## src/rtl/vga_text_scanner_if.sv

```systemverilog
// Buffer/font read ports and VGA pin bundle for the text-mode scanner.
// cursor_pos exists only when VGA_TEXT_CURSOR_EN is defined.
interface vga_text_scanner_if;
  logic [11:0] vga_addr;
  logic [7:0]  char_in;
  logic [7:0]  color_in;
  logic [10:0] font_addr;
  logic [7:0]  font_row;
`ifdef VGA_TEXT_CURSOR_EN
  logic [11:0] cursor_pos;
`endif
  logic        hsync;
  logic        vsync;
  logic [11:0] rgb;
  logic        frame_start;

  modport master (
    output vga_addr, font_addr, hsync, vsync, rgb, frame_start,
    input  char_in, color_in, font_row
`ifdef VGA_TEXT_CURSOR_EN
    , input cursor_pos
`endif
  );

  modport slave (
    input  vga_addr, font_addr, hsync, vsync, rgb, frame_start,
    output char_in, color_in, font_row
`ifdef VGA_TEXT_CURSOR_EN
    , output cursor_pos
`endif
  );
endinterface

```

## src/rtl/vga_text_scanner.sv

```systemverilog
// 640x480 VGA text scanner: 64x48 cells of 10x10 px, 3-tick fetch pipeline.
// Define VGA_TEXT_CURSOR_EN for the blinking fg/bg-swap cursor.
module vga_text_scanner #(
  parameter int CLK_DIV = 4,
  parameter int H_VIS   = 640,
  parameter int H_FP    = 16,
  parameter int H_SYNC  = 96,
  parameter int H_BP    = 48,
  parameter int V_VIS   = 480,
  parameter int V_FP    = 10,
  parameter int V_SYNC  = 2,
  parameter int V_BP    = 33
`ifdef VGA_TEXT_CURSOR_EN
  , parameter int BLINK_FRAMES = 32
`endif
) (
  input logic clk,
  input logic reset,
  vga_text_scanner_if.master bus
);
  localparam int H_TOTAL = H_VIS + H_FP + H_SYNC + H_BP;
  localparam int V_TOTAL = V_VIS + V_FP + V_SYNC + V_BP;
  localparam int HW      = $clog2(H_TOTAL);
  localparam int VW      = $clog2(V_TOTAL);
  localparam int DW      = (CLK_DIV > 1) ? $clog2(CLK_DIV) : 1;
  localparam int STAGES  = 3;

  localparam logic [DW-1:0] DIV_LAST = DW'(CLK_DIV - 1);
  localparam logic [HW-1:0] H_LAST   = HW'(H_TOTAL - 1);
  localparam logic [HW-1:0] H_VEND   = HW'(H_VIS);
  localparam logic [HW-1:0] HS_BEG   = HW'(H_VIS + H_FP);
  localparam logic [HW-1:0] HS_END   = HW'(H_VIS + H_FP + H_SYNC - 1);
  localparam logic [VW-1:0] V_LAST   = VW'(V_TOTAL - 1);
  localparam logic [VW-1:0] V_VEND   = VW'(V_VIS);
  localparam logic [VW-1:0] VS_BEG   = VW'(V_VIS + V_FP);
  localparam logic [VW-1:0] VS_END   = VW'(V_VIS + V_FP + V_SYNC - 1);

  logic [DW-1:0] div;
  logic          tick, wrap;
  logic [HW-1:0] h;
  logic [VW-1:0] v;
  logic [3:0]    cx, cy;
  logic [5:0]    col, row;
  logic          vis, hs_n, vs_n, cur_hit;

  logic [STAGES:1] vld_pipe, hs_pipe, vs_pipe;
  logic [2:0]      grow1, bsel1, bsel2;
  logic            bord1, bord2, hit1, hit2;
  logic [7:0]      color2;
  logic [3:0]      fg_idx, bg_idx;
  logic            px_on;

  assign tick = (div == DIV_LAST);
  assign wrap = tick && (h == H_LAST) && (v == V_LAST);
  assign vis  = (h < H_VEND) && (v < V_VEND);
  assign hs_n = !((h >= HS_BEG) && (h <= HS_END));
  assign vs_n = !((v >= VS_BEG) && (v <= VS_END));

  assign bus.hsync = hs_pipe[STAGES];
  assign bus.vsync = vs_pipe[STAGES];

`ifdef VGA_TEXT_CURSOR_EN
  localparam int BW = (BLINK_FRAMES > 1) ? $clog2(BLINK_FRAMES) : 1;
  logic [BW-1:0] blink_cnt;
  logic          blink_on;

  // Visible cells are always < 3072, the explicit bound keeps stale high values inert
  assign cur_hit = blink_on && vis && ({row, col} == bus.cursor_pos) &&
                   (bus.cursor_pos < 12'd3072);

  always_ff @(posedge clk) begin
    if (reset) begin
      blink_cnt <= '0;
      blink_on  <= 1'b0;
    end else if (wrap) begin
      if (blink_cnt == BW'(BLINK_FRAMES - 1)) begin
        blink_cnt <= '0;
        blink_on  <= ~blink_on;
      end else begin
        blink_cnt <= blink_cnt + BW'(1);
      end
    end
  end
`else
  assign cur_hit = 1'b0;
`endif

  // Beam position plus cell sub-counters; cells are 10 px so no divider needed
  always_ff @(posedge clk) begin
    if (reset) begin
      div <= '0;
      h <= '0; v <= '0;
      cx <= '0; cy <= '0; col <= '0; row <= '0;
      bus.frame_start <= 1'b0;
    end else begin
      div <= tick ? '0 : div + DW'(1);
      bus.frame_start <= wrap;
      if (tick) begin
        if (h == H_LAST) begin
          h <= '0; cx <= '0; col <= '0;
          if (v == V_LAST) begin
            v <= '0; cy <= '0; row <= '0;
          end else begin
            v <= v + VW'(1);
            if (cy == 4'd9) begin
              cy  <= '0;
              row <= row + 6'd1;
            end else begin
              cy <= cy + 4'd1;
            end
          end
        end else begin
          h <= h + HW'(1);
          if (cx == 4'd9) begin
            cx  <= '0;
            col <= col + 6'd1;
          end else begin
            cx <= cx + 4'd1;
          end
        end
      end
    end
  end

  always_comb begin
    fg_idx = hit2 ? color2[3:0] : color2[7:4];
    bg_idx = hit2 ? color2[7:4] : color2[3:0];
    px_on  = !bord2 && bus.font_row[bsel2];
  end

  function automatic logic [11:0] pal(input logic [3:0] idx);
    logic [3:0] on, off;
    on  = idx[3] ? 4'hF : 4'hA;
    off = idx[3] ? 4'h5 : 4'h0;
    return {idx[2] ? on : off, idx[1] ? on : off, idx[0] ? on : off};
  endfunction

  // S1 address, S2 char/color -> font address, S3 glyph bit -> rgb
  always_ff @(posedge clk) begin
    if (reset) begin
      bus.vga_addr  <= '0;
      bus.font_addr <= '0;
      bus.rgb       <= '0;
      vld_pipe <= '0;
      hs_pipe  <= '1;
      vs_pipe  <= '1;
      grow1 <= '0; bsel1 <= '0; bsel2 <= '0;
      bord1 <= 1'b0; bord2 <= 1'b0;
      hit1  <= 1'b0; hit2  <= 1'b0;
      color2 <= '0;
    end else if (tick) begin
      bus.vga_addr <= vis ? {row, col} : 12'd0;
      vld_pipe <= {vld_pipe[STAGES-1:1], vis};
      hs_pipe  <= {hs_pipe[STAGES-1:1], hs_n};
      vs_pipe  <= {vs_pipe[STAGES-1:1], vs_n};
      // Glyph row is cy-1; bit index 8-cx taken mod 8 over cx[2:0]
      grow1 <= cy[2:0] - 3'd1;
      bsel1 <= 3'd0 - cx[2:0];
      bord1 <= (cx == 4'd0) || (cx == 4'd9) || (cy == 4'd0) || (cy == 4'd9);
      hit1  <= cur_hit;

      bus.font_addr <= {bus.char_in, grow1};
      color2 <= bus.color_in;
      bsel2  <= bsel1;
      bord2  <= bord1;
      hit2   <= hit1;

      bus.rgb <= vld_pipe[2] ? pal(px_on ? fg_idx : bg_idx) : 12'h000;
    end
  end
endmodule
```

## src/flat_wrapper.sv

```systemverilog
// flat-port wrapper written by rule: the top's interface ports become plain ports
module vga_text_scanner_flat 
#(
  parameter int CLK_DIV = 4,
  parameter int H_VIS   = 640,
  parameter int H_FP    = 16,
  parameter int H_SYNC  = 96,
  parameter int H_BP    = 48,
  parameter int V_VIS   = 480,
  parameter int V_FP    = 10,
  parameter int V_SYNC  = 2,
  parameter int V_BP    = 33

)
  (clk, reset, bus_vga_addr, bus_font_addr, bus_hsync, bus_vsync, bus_rgb, bus_frame_start, bus_char_in, bus_color_in, bus_font_row);
  vga_text_scanner_if bus_i ();
  input logic clk;
  input logic reset;
  output wire logic [$bits(bus_i.vga_addr)-1:0] bus_vga_addr;
  output wire logic [$bits(bus_i.font_addr)-1:0] bus_font_addr;
  output wire logic [$bits(bus_i.hsync)-1:0] bus_hsync;
  output wire logic [$bits(bus_i.vsync)-1:0] bus_vsync;
  output wire logic [$bits(bus_i.rgb)-1:0] bus_rgb;
  output wire logic [$bits(bus_i.frame_start)-1:0] bus_frame_start;
  input wire logic [$bits(bus_i.char_in)-1:0] bus_char_in;
  input wire logic [$bits(bus_i.color_in)-1:0] bus_color_in;
  input wire logic [$bits(bus_i.font_row)-1:0] bus_font_row;
  assign bus_vga_addr = bus_i.vga_addr;
  assign bus_font_addr = bus_i.font_addr;
  assign bus_hsync = bus_i.hsync;
  assign bus_vsync = bus_i.vsync;
  assign bus_rgb = bus_i.rgb;
  assign bus_frame_start = bus_i.frame_start;
  assign bus_i.char_in = bus_char_in;
  assign bus_i.color_in = bus_color_in;
  assign bus_i.font_row = bus_font_row;
  vga_text_scanner #(.CLK_DIV(CLK_DIV), .H_VIS(H_VIS), .H_FP(H_FP), .H_SYNC(H_SYNC), .H_BP(H_BP), .V_VIS(V_VIS), .V_FP(V_FP), .V_SYNC(V_SYNC), .V_BP(V_BP)) u_core (.clk(clk), .reset(reset), .bus(bus_i));
endmodule
```

## config.mk

```make
export PLATFORM = sky130hd
export DESIGN_NAME = vga_text_scanner_flat
export DESIGN_NICKNAME = d
export VERILOG_FILES = /design/src/rtl/vga_text_scanner_if.sv /design/src/rtl/vga_text_scanner.sv /design/src/flat_wrapper.sv
export SDC_FILE = /design/constraint.sdc
export NUM_CORES = 1
export LEC_CHECK = 0
export ABC_AREA = 1
export CORE_UTILIZATION = 40
export DETAILED_ROUTE_END_ITERATION = 8
export SYNTH_ARGS = -nofsm -noshare
export SYNTH_HDL_FRONTEND = slang
export SYNTH_SLANG_ARGS = --single-unit
```

## constraint.sdc

```tcl
create_clock -name clk -period 3.91 [get_ports clk]
set_input_delay 0.391 -clock clk [delete_from_list [all_inputs] [get_ports clk]]
set_output_delay 0.391 -clock clk [all_outputs]
set_load 0.05 [all_outputs]
```

Word-level counts from Yosys, hierarchy flattened --
Cells that the tools add are included.
Cells by class: reduce and logical (&&, ||, !) cells 20, add/subtract/negate cells 9, mux-type cells 20, order comparisons 7, eq/ne operators 5
Operators by type and width (number):
- $mux 4 | 8
- $mux 12 | 2
- $mux 6 | 4
- $add 10x1->10 const B | 2
- $eq 10x10->1 const B | 2
- $mux 10 | 2
- $add 6x1->6 const B | 2
- $ge 10x10->1 const B | 1
- $ge 10x9->1 const B | 1
- $le 10x10->1 const B | 1
- $le 10x9->1 const B | 1
- $lt 10x10->1 const B | 1
- $lt 10x9->1 const B | 1
- $add 4x1->4 const B | 2
- $eq 4x4->1 const B | 2
- $logic_not 4->1 | 2
- $logic_and 1x1->1 | 6
- $mux 3 | 2
- $lt 3x4->1 const B | 1
- $reduce_and 2->1 | 2
- $reduce_bool 2->1 | 2
- $bmux 1 s3 | 1
- $logic_not 1->1 | 3
- $logic_or 1x1->1 | 3
- other kinds (7) | 7
Word-level totals: register bits after elaboration 105, logic and storage cells 81

Logic depth before layout (Yosys ltp) --
Gate-level depths: netlist (run 1).
depth after elaboration 7, mapped depth 11, mapped depth without buffers 11

Worst setup path before layout (run 1) --
No wires, ideal clock.
kind reg-to-reg, start point register u_core.h[0], end point register u_core.cy[2], buffers on the path 0, library setup time 114 ps, period minus slack after synthesis 1453 ps, setup slack 2457 ps, arrival time 1339 ps, cell stages (with the launch flop) 8, cell sequence dfxtp_1 ha_1 nand2_1 nor3_4 nand3_2 nor2_1 xor2_1 nor2_1
On the way: longest elaborated chain between the ends 2
RTL lines:
- start: declaration | RTL line vga_text_scanner.sv:40 | logic [HW-1:0] h;
- start signal: assignment | RTL line vga_text_scanner.sv:113 | h <= h + HW'(1);
- $eq 10x10->1 | RTL line vga_text_scanner.sv:99 | if (h == H_LAST) begin
- $reduce_and 2->1 (no line)
- end signal: assignment | RTL line vga_text_scanner.sv:109 | cy <= cy + 4'd1;
- end: declaration | RTL line vga_text_scanner.sv:42 | logic [3:0] cx, cy;
No other way between the ends. A chain may end at the register's enable or synchronous reset.

Worst setup path after layout (run 1) --
start point register u_core.div[0], end point register u_core.bus.vga_addr[11]
On the way: longest elaborated chain between the ends 1
RTL lines:
- start: declaration | RTL line vga_text_scanner.sv:38 | logic [DW-1:0] div;
- start signal: assignment | RTL line vga_text_scanner.sv:96 | div <= tick ? '0 : div + DW'(1);
- $eq 2x2->1 | RTL line vga_text_scanner.sv:53 | assign tick = (div == DIV_LAST);
- end signal: assignment | RTL line vga_text_scanner.sv:152 | bus.vga_addr <= vis ? {row, col} : 12'd0;
- end: declaration | RTL line vga_text_scanner_if.sv:18 | output vga_addr, font_addr, hsync, vsync, rgb, frame_start,
No other way between the ends.

==> implementation parameters, run 1 <==
Parameter                              Value

Global route
  Global routing usage summed across all routing layers ... 0.184
  Via count of the first global-routing pass ... roughly 3.5k
  Wire length of the first global-routing pass ... roughly 17000 um
  Global route total overflow ... 0
  Pin count of the biggest net entering global routing ... 32
  Antenna violations before repair ... 0

Floorplan
  Core region area ... ~11000 sq um
  IO Pins ... 64
  Initial cell density of the core ... 0.418
  Horiz. Die Dim ... 107 um
  Full die area ... 11400 sq um
  Number of placement rows ... 37
  Chip Height ... 107 um

Clock network
  Number of buffers between clock root and the deepest sink ... 2
  Buffers inserted during post-CTS setup optimization ... 0
  TritonCTS clock tree ... built
  Insertion delay of the later-clocked pin in the worst-skew pair ... approximately 0.36 ns
  Clock buffers created by TritonCTS ... 9
  CTS Hold Buffers Added ... 0
  CTS H-Tree Depth ... 3
  Gates resized, CTS repair ... 0
  Clock edge transition at the registers on the reported setup and hold paths ... 0.09 ns
  Clock sink count ... between 90 and 100
  Buffer type at the clock tree root ... sky130_fd_sc_hd__clkbuf_8

Cells and area
  # nets final ... 664
  Share of the core filled with cells ... 0.504
  N_diodes ... 0
  Layout cells sized above 1 ... 0.0604
  Sequential cell area ... just under 2000 sq um
  Multi-input logic area ... ~2000 sq um
  Synthesis-to-finish area growth ... 20.5%
  Fillers ... 1046

Synthesis
  Gate Count Post-Synth ... between 500 and 600
  Dominant cell by count in the synthesized netlist ... sky130_fd_sc_hd__nand2_1
  Proportion of register bits with asynchronous set or reset after synthesis ... 0
  Share of the synthesized area in the top cell type ... 0.442
  Sequential fraction of the synthesis area ... 0.442
  Most used DFF post-synth ... sky130_fd_sc_hd__dfxtp_1
  Average cell area after synthesis ... approximately 7.7 sq um
  Post-synth EDFFs ... 0
  Total number of yosys warnings ... 0
  Unique masters post-synth ... 42
  Post-Syn Nets ... 611
  Cell type with the largest total area after synthesis ... sky130_fd_sc_hd__dfxtp_1
  Top post-synthesis cells by area ... sky130_fd_sc_hd__dfxtp_1 44%, sky130_fd_sc_hd__nand2_1 10%, sky130_fd_sc_hd__inv_1 7.0%
  Leading post-synthesis cells by instance count ... 117 x sky130_fd_sc_hd__nand2_1, 97 x sky130_fd_sc_hd__dfxtp_1, 82 x sky130_fd_sc_hd__inv_1
  Post-synth design cell area ... between 4000 and 5000 sq um
  Count of state elements after synthesis ... a little under 100

Power
  Power per standard cell area ... 343 nW/um^2
  Largest vdd supply drop ... 0.199 mV
  Leakage dissipation ... 2.09 nW

Timing
  RSZ-0062 raised after global routing ... no
  Fin crit period ... 2.57 ns
  Highest attainable clock frequency ... 389 MHz
  Final Max Tran Viols ... 0
  Final Hold Viols ... 0
  Aggregate negative setup slack ... 0 ns
  Relative slew margins ... 0.415
  Layout Skew ... between 0.009 and 0.01 ns
  Period Utilization, post-route ... 0.657
  Worst-margin pin slew ... between 0.8 and 0.9 ns
  Final number of setup-violating endpoints ... 0

Drt
  Total length of routed wires ... 9820 um
  Antenna Nets Post-Route ... 0
  Max layer used ... met4
  Drt via density ... approximately 4.9
  First-pass iteration count of the detailed router ... 4
  M1 wire length ... 4720 um
  Post-DR wirelength/cell ... 12.8 um
  Met2 Wirelength ... between 4000 and 5000 um
  Detailed route wirelength on metal3 ... 463 um
  DRC errors left ... 0
  DRT iter0 DRCs ... 111
  Via count ... 3763

Run
  Maxcap violations ... 0

Critical path
  Worst setup EP type ... flop
  Data required time at the worst endpoint ... 4.22 ns
  Data arrival, critical path ... 2.88 ns
  Crit path max fanout ... 26
  Class of the most critical setup path ... reg2reg
  Crit path launch type ... flop

Place
  Buffers on Ports ... 63
  Detail Placement HPWL ... 7190 um
  Global placement routability congestion ... 0.890

Hold path
  Type of the tightest min-delay check ... reg2reg

Status
  Status ... complete, no violations
per-layer routing:
layer  global-route usage  vias up
met4               0.0558        0
met2                0.309       78
li1                     -     1967
met1                0.235     1708
met3               0.0426       10
met5                    0        -
cells by family (layout without fill, tap and decap cells):
group,after synthesis,in the layout,synth area share
DFF,97,97,0.442
AOI/OAI and AO/OA,91,91,0.132
xor gates and xnor gates,8,8,0.0159
adders and majority gates,14,14,0.0399
and+or+nand+nor,253,253,0.265
buffers and inverters,108,166,0.105
layout by cell type (no fill, tap or decap), types with 6 or more instances in the layout:
cell	synthesis	layout
sky130_fd_sc_hd__o22ai_1	10	10
sky130_fd_sc_hd__o21ai_0	24	24
sky130_fd_sc_hd__nor3_1	9	9
sky130_fd_sc_hd__clkbuf_8	0	11
sky130_fd_sc_hd__clkdlybuf4s50_1	0	63
sky130_fd_sc_hd__nor2_1	50	49
sky130_fd_sc_hd__ha_1	14	14
sky130_fd_sc_hd__a22o_1	20	20
sky130_fd_sc_hd__nor2_2	5	6
sky130_fd_sc_hd__dfxtp_1	97	97
sky130_fd_sc_hd__nand3_1	37	37
sky130_fd_sc_hd__nand4_1	17	17
sky130_fd_sc_hd__inv_1	82	82
sky130_fd_sc_hd__nand2_1	117	117
sky130_fd_sc_hd__a21oi_1	25	25
registers in the layout (all words and copies together) (netlist names):
signal / flops
u_core.bsel1: 3
u_core.bord2: 1
u_core.cx: 4
u_core.grow1: 3
u_core.bus.vga_addr: 12
u_core.div: 2
u_core.col: 6
u_core.v: 10
u_core.row: 6
u_core.bsel2: 3
u_core.h: 10
u_core.bus.rgb: 4
u_core.color2: 8
u_core.hs_pipe: 3
u_core.bus.frame_start: 1
u_core.cy: 4
u_core.vld_pipe: 2
u_core.bord1: 1
u_core.bus.font_addr: 11
u_core.vs_pipe: 3
critical path, stage by stage (launching register included):
cell	delay, ns
sky130_fd_sc_hd__dfxtp_1	0.34
sky130_fd_sc_hd__ha_1	0.74
sky130_fd_sc_hd__inv_12	0.08
sky130_fd_sc_hd__nor2_8	0.35
sky130_fd_sc_hd__nand3_1	0.14
sky130_fd_sc_hd__nor3_2	0.65
sky130_fd_sc_hd__a22o_1	0.23
report_power, final:
part	internal (mW)	switching, mW
Clock	0.336	0.352
Combinational	0.0472	0.0732
Sequential	1.00	0.00646
Total	1.39	0.432
path summary, 6_finish.rpt:
kind | to | cells after the start | startpoint | slack (ns)
min reg2reg | u_core.div[0] | 1 | u_core.div[0] | 0.42
max | u_core.bus.vga_addr[11] | 6 | u_core.div[0] | 1.34
max reg2reg | u_core.bus.vga_addr[11] | 6 | u_core.div[0] | 1.34
min | u_core.div[0] | 1 | u_core.div[0] | 0.42
stage by stage:
step / cell area (sq um) / worst slack (ns) / std cells / hold WS (ns) / power (mW)
3_3_place_gp: 5080 / 1.42 / 749 / 0.406 / 1.15
2_1_floorplan: 4400 / 2.46 / 571 / 0.399 / 1.10
4_1_cts: 5300 / 1.30 / 765 / 0.425 / 1.85
3_5_place_dp: 5080 / 1.33 / 749 / 0.410 / 1.15
5_1_grt: 5300 / 1.05 / 765 / 0.442 / 1.90
6_report: 5300 / 1.34 / 765 / 0.423 / 1.82
area by class of cell:
cell class / instances / area share
repair buffers: 65 / 0.122
multi-input cells: 366 / 0.377
flip-flops and latches: 97 / 0.367
clock buffers: 11 / 0.0286
well taps: 136 / 0.0321
clock inverters: 5 / 0.0116
inverters: 85 / 0.0626
No activity file was read; power rests on OpenSTA's default activity.
==> run 2, diff against run 1 <==
==> constraint.sdc (replaced) <==
create_clock -name clk -period 2.38 [get_ports clk]
set_input_delay 0.238 -clock clk [delete_from_list [all_inputs] [get_ports clk]]
set_output_delay 0.238 -clock clk [all_outputs]
set_load 0.05 [all_outputs]
==> run 2 against run 1 <==
- sequential power increased by 64%
- critical path type is now reg2out
- utilization up 0.18 points
- power grew 56%
- critical endpoint is now bus_rgb[2]
- critical path depth is 5 lower
- register-to-register slack worse by 0.75 ns
- global-route usage is 0.46 points lower
==> implementation parameters, run 2 (synthesized netlist as in run 1, its figures left out) <==
Parameter                              Value

Global route
  Wire length of the first global-routing pass ... 16500 um (was 16800 um)
  Antenna violations before repair ... 0 (unchanged)
  Global route total overflow ... 0 (unchanged)
  Layer carrying the most global-route usage ... met2 (unchanged)
  Global routing usage summed across all routing layers ... 0.180 (was 0.184)
  Met3 track utilization from global routing ... 0.0450 (was 0.0426)
  Global routing met2 resource utilization ... 0.301 (was 0.309)
  Pin count of the biggest net entering global routing ... 28 (was 32)
  Global Route met1 Usage ... 0.223 (was 0.235)
  Via count of the first global-routing pass ... 3601 (was 3531)

Cells and area
  # nets final ... 671 (was 664)
  Synthesis-to-finish area growth ... 20.9% (was 20.5%)
  Largest reg by FF count ... u_core.bus.vga_addr (unchanged)
  Highest-count cells in the layout ignoring fill and taps ... 117 x sky130_fd_sc_hd__nand2_1, 97 x sky130_fd_sc_hd__dfxtp_1, 82 x sky130_fd_sc_hd__inv_1 (unchanged)
  Max FFs per register ... 12 (unchanged)
  Most common library cell in the layout ignoring fill and taps ... sky130_fd_sc_hd__nand2_1 (unchanged)
  N_diodes ... 0 (unchanged)
  Layout Cells excl Fill ... 772 (was 765)
  Layout cells sized above 1 ... 0.0708 (was 0.0604)
  Regs by FF count ... u_core.bus.vga_addr (12), u_core.bus.font_addr (11) (unchanged)
  Share of the core filled with cells ... 0.506 (was 0.504)

Power
  Leakage dissipation ... 2.11 nW (was 2.09 nW)
  Total Power Consumption ... 2.84 mW (was 1.82 mW)
  Largest vdd supply drop ... 0.347 mV (was 0.199 mV)
  Power per standard cell area ... 535 nW/um^2 (was 343 nW/um^2)

Timing
  Relative slew margins ... 0.607 (was 0.415)
  Final number of setup-violating endpoints ... 0 (unchanged)
  Worst-margin pin slew ... 0.585 ns (was 0.877 ns)
  Fin crit period ... 1.85 ns
  Layout Skew ... 0.0110 ns (was 0.00930 ns)
  Final Max Tran Viols ... 0 (unchanged)
  Highest attainable clock frequency ... between 500 and 600 MHz
  Aggregate negative setup slack ... 0 ns (unchanged)
  RSZ-0062 raised after global routing ... no (unchanged)
  Period Utilization, post-route ... 0.778
  Final Hold Viols ... 0 (unchanged)

Floorplan
  Full die area ... 11400 sq um (unchanged)
  Number of placement rows ... 37 (unchanged)
  IO Pins ... 64 (unchanged)
  Horiz. Die Dim ... 107 um (unchanged)
  Core region area ... 10500 sq um (unchanged)
  Chip Height ... 107 um (unchanged)
  Initial cell density of the core ... 0.418 (unchanged)

Critical path
  Class of the most critical setup path ... reg2out (was reg2reg)
  Cells along the critical path ... clkdlybuf4s50_1 (was ha_1, inv_12, nor2_8, nand3_1, nor3_2, a22o_1)
  Slowest stage cell on the critical path ... sky130_fd_sc_hd__clkdlybuf4s50_1 (was sky130_fd_sc_hd__ha_1)
  Data arrival, critical path ... 1.61 ns (was 2.88 ns)
  Crit path buf inv count ... 1 (unchanged)
  Worst setup EP type ... primary output (was flop)
  Data required time at the worst endpoint ... 2.14 ns (was 4.22 ns)
  Family with the most delay on the worst path ... buffers and inverters (was simple AND/OR/NAND/NOR gates)
  Crit path launch type ... flop (unchanged)
  Crit path max fanout ... 7 (was 26)
  Critical Path Max Stage Delay ... 0.83 ns (was 0.74 ns)

Clock network
  Insertion delay of the later-clocked pin in the worst-skew pair ... 0.36 ns (about the same)
  Number of buffers between clock root and the deepest sink ... 2 (unchanged)
  TritonCTS clock tree ... built (unchanged)
  Clock edge transition at the registers on the reported setup and hold paths ... 0.09 ns (about the same)
  Buffers inserted during post-CTS setup optimization ... 0 (unchanged)
  CTS Hold Buffers Added ... 0 (unchanged)
  Clock sink count ... 97 (unchanged)
  Clock buffers created by TritonCTS ... 9 (unchanged)
  Buffer type at the clock tree root ... sky130_fd_sc_hd__clkbuf_8 (unchanged)
  CTS H-Tree Depth ... 3 (unchanged)
  Gates resized, CTS repair ... 0 (unchanged)

Hold path
  Type of the tightest min-delay check ... reg2reg (unchanged)

Place
  Detail Placement HPWL ... 7150 um (was 7190 um)
  Global placement routability congestion ... 0.847 (was 0.890)
  Buffers on Ports ... 63 (unchanged)
  Cell Count Post-Placement ... 756 (was 749)

Drt
  Antenna Nets Post-Route ... 0 (unchanged)
  Total length of routed wires ... 9480 um (was 9820 um)
  DRT iter0 DRCs ... 111 (unchanged)
  Via count ... 3719 (was 3763)
  First-pass iteration count of the detailed router ... 5 (was 4)
  Post-DR wirelength/cell ... 12.3 um (was 12.8 um)
  Drt via density ... 4.82 (was 4.92)
  DRC errors left ... 0 (unchanged)

Run
  Maxcap violations ... 0 (unchanged)

Status
  Status ... complete, no violations (unchanged)
run 2: cell types whose count changed in the layout (fill, tap and decap cells not counted), sizes merged:
cell	previous run	this run
clkbuf	11	10
bufinv	1	0
buf	2	9
clkinv	3	5
run 2: power by group:
part | switching [mW] | internal [mW] | leakage [nW]
Combinational | 0.122 | 0.0852 | 1.23
Clock | 0.566 | 0.412 | 0.0968
Sequential | 0.0101 | 1.65 | 0.783
Total | 0.699 | 2.14 | 2.11
run 2: stage by stage:
stage,cell area (sq um),hold WS [ns],setup WS [ns]
after floorplan,4400,0.351,0.927
after global placement,5140,0.407,0.553
after detailed placement,5140,0.421,0.479
after CTS,5320,0.432,0.497
after global routing,5320,0.433,0.423
final,5320,0.424,0.529
run 2: cell type report:
type	count	area [sq um]
repair buffers	72	698
flip-flops and latches	97	1940
inverters	85	332
clock inverters	6	41.3
clock buffers	10	138
well taps	136	170
fillers	1016	5190
multi-input cells	366	1990
run 2: path summary, 6_finish.rpt:
kind	start	end	slack (ns)	cells after the start
hold / removal	u_core.div[0]	u_core.div[0]	0.42	1
hold reg to reg	u_core.div[0]	u_core.div[0]	0.42	1
setup reg to reg	u_core.div[0]	u_core.h[1]	0.59	6
setup / recovery	u_core.bus.rgb[10]	bus_rgb[2]	0.53	1
run 2: routing by layer:
layer / share of wire / wire length, um
met4: 0.020 / 189
met3: 0.049 / 462
met5: 0 / 0
met2: 0.44 / 4220
met1: 0.49 / 4610
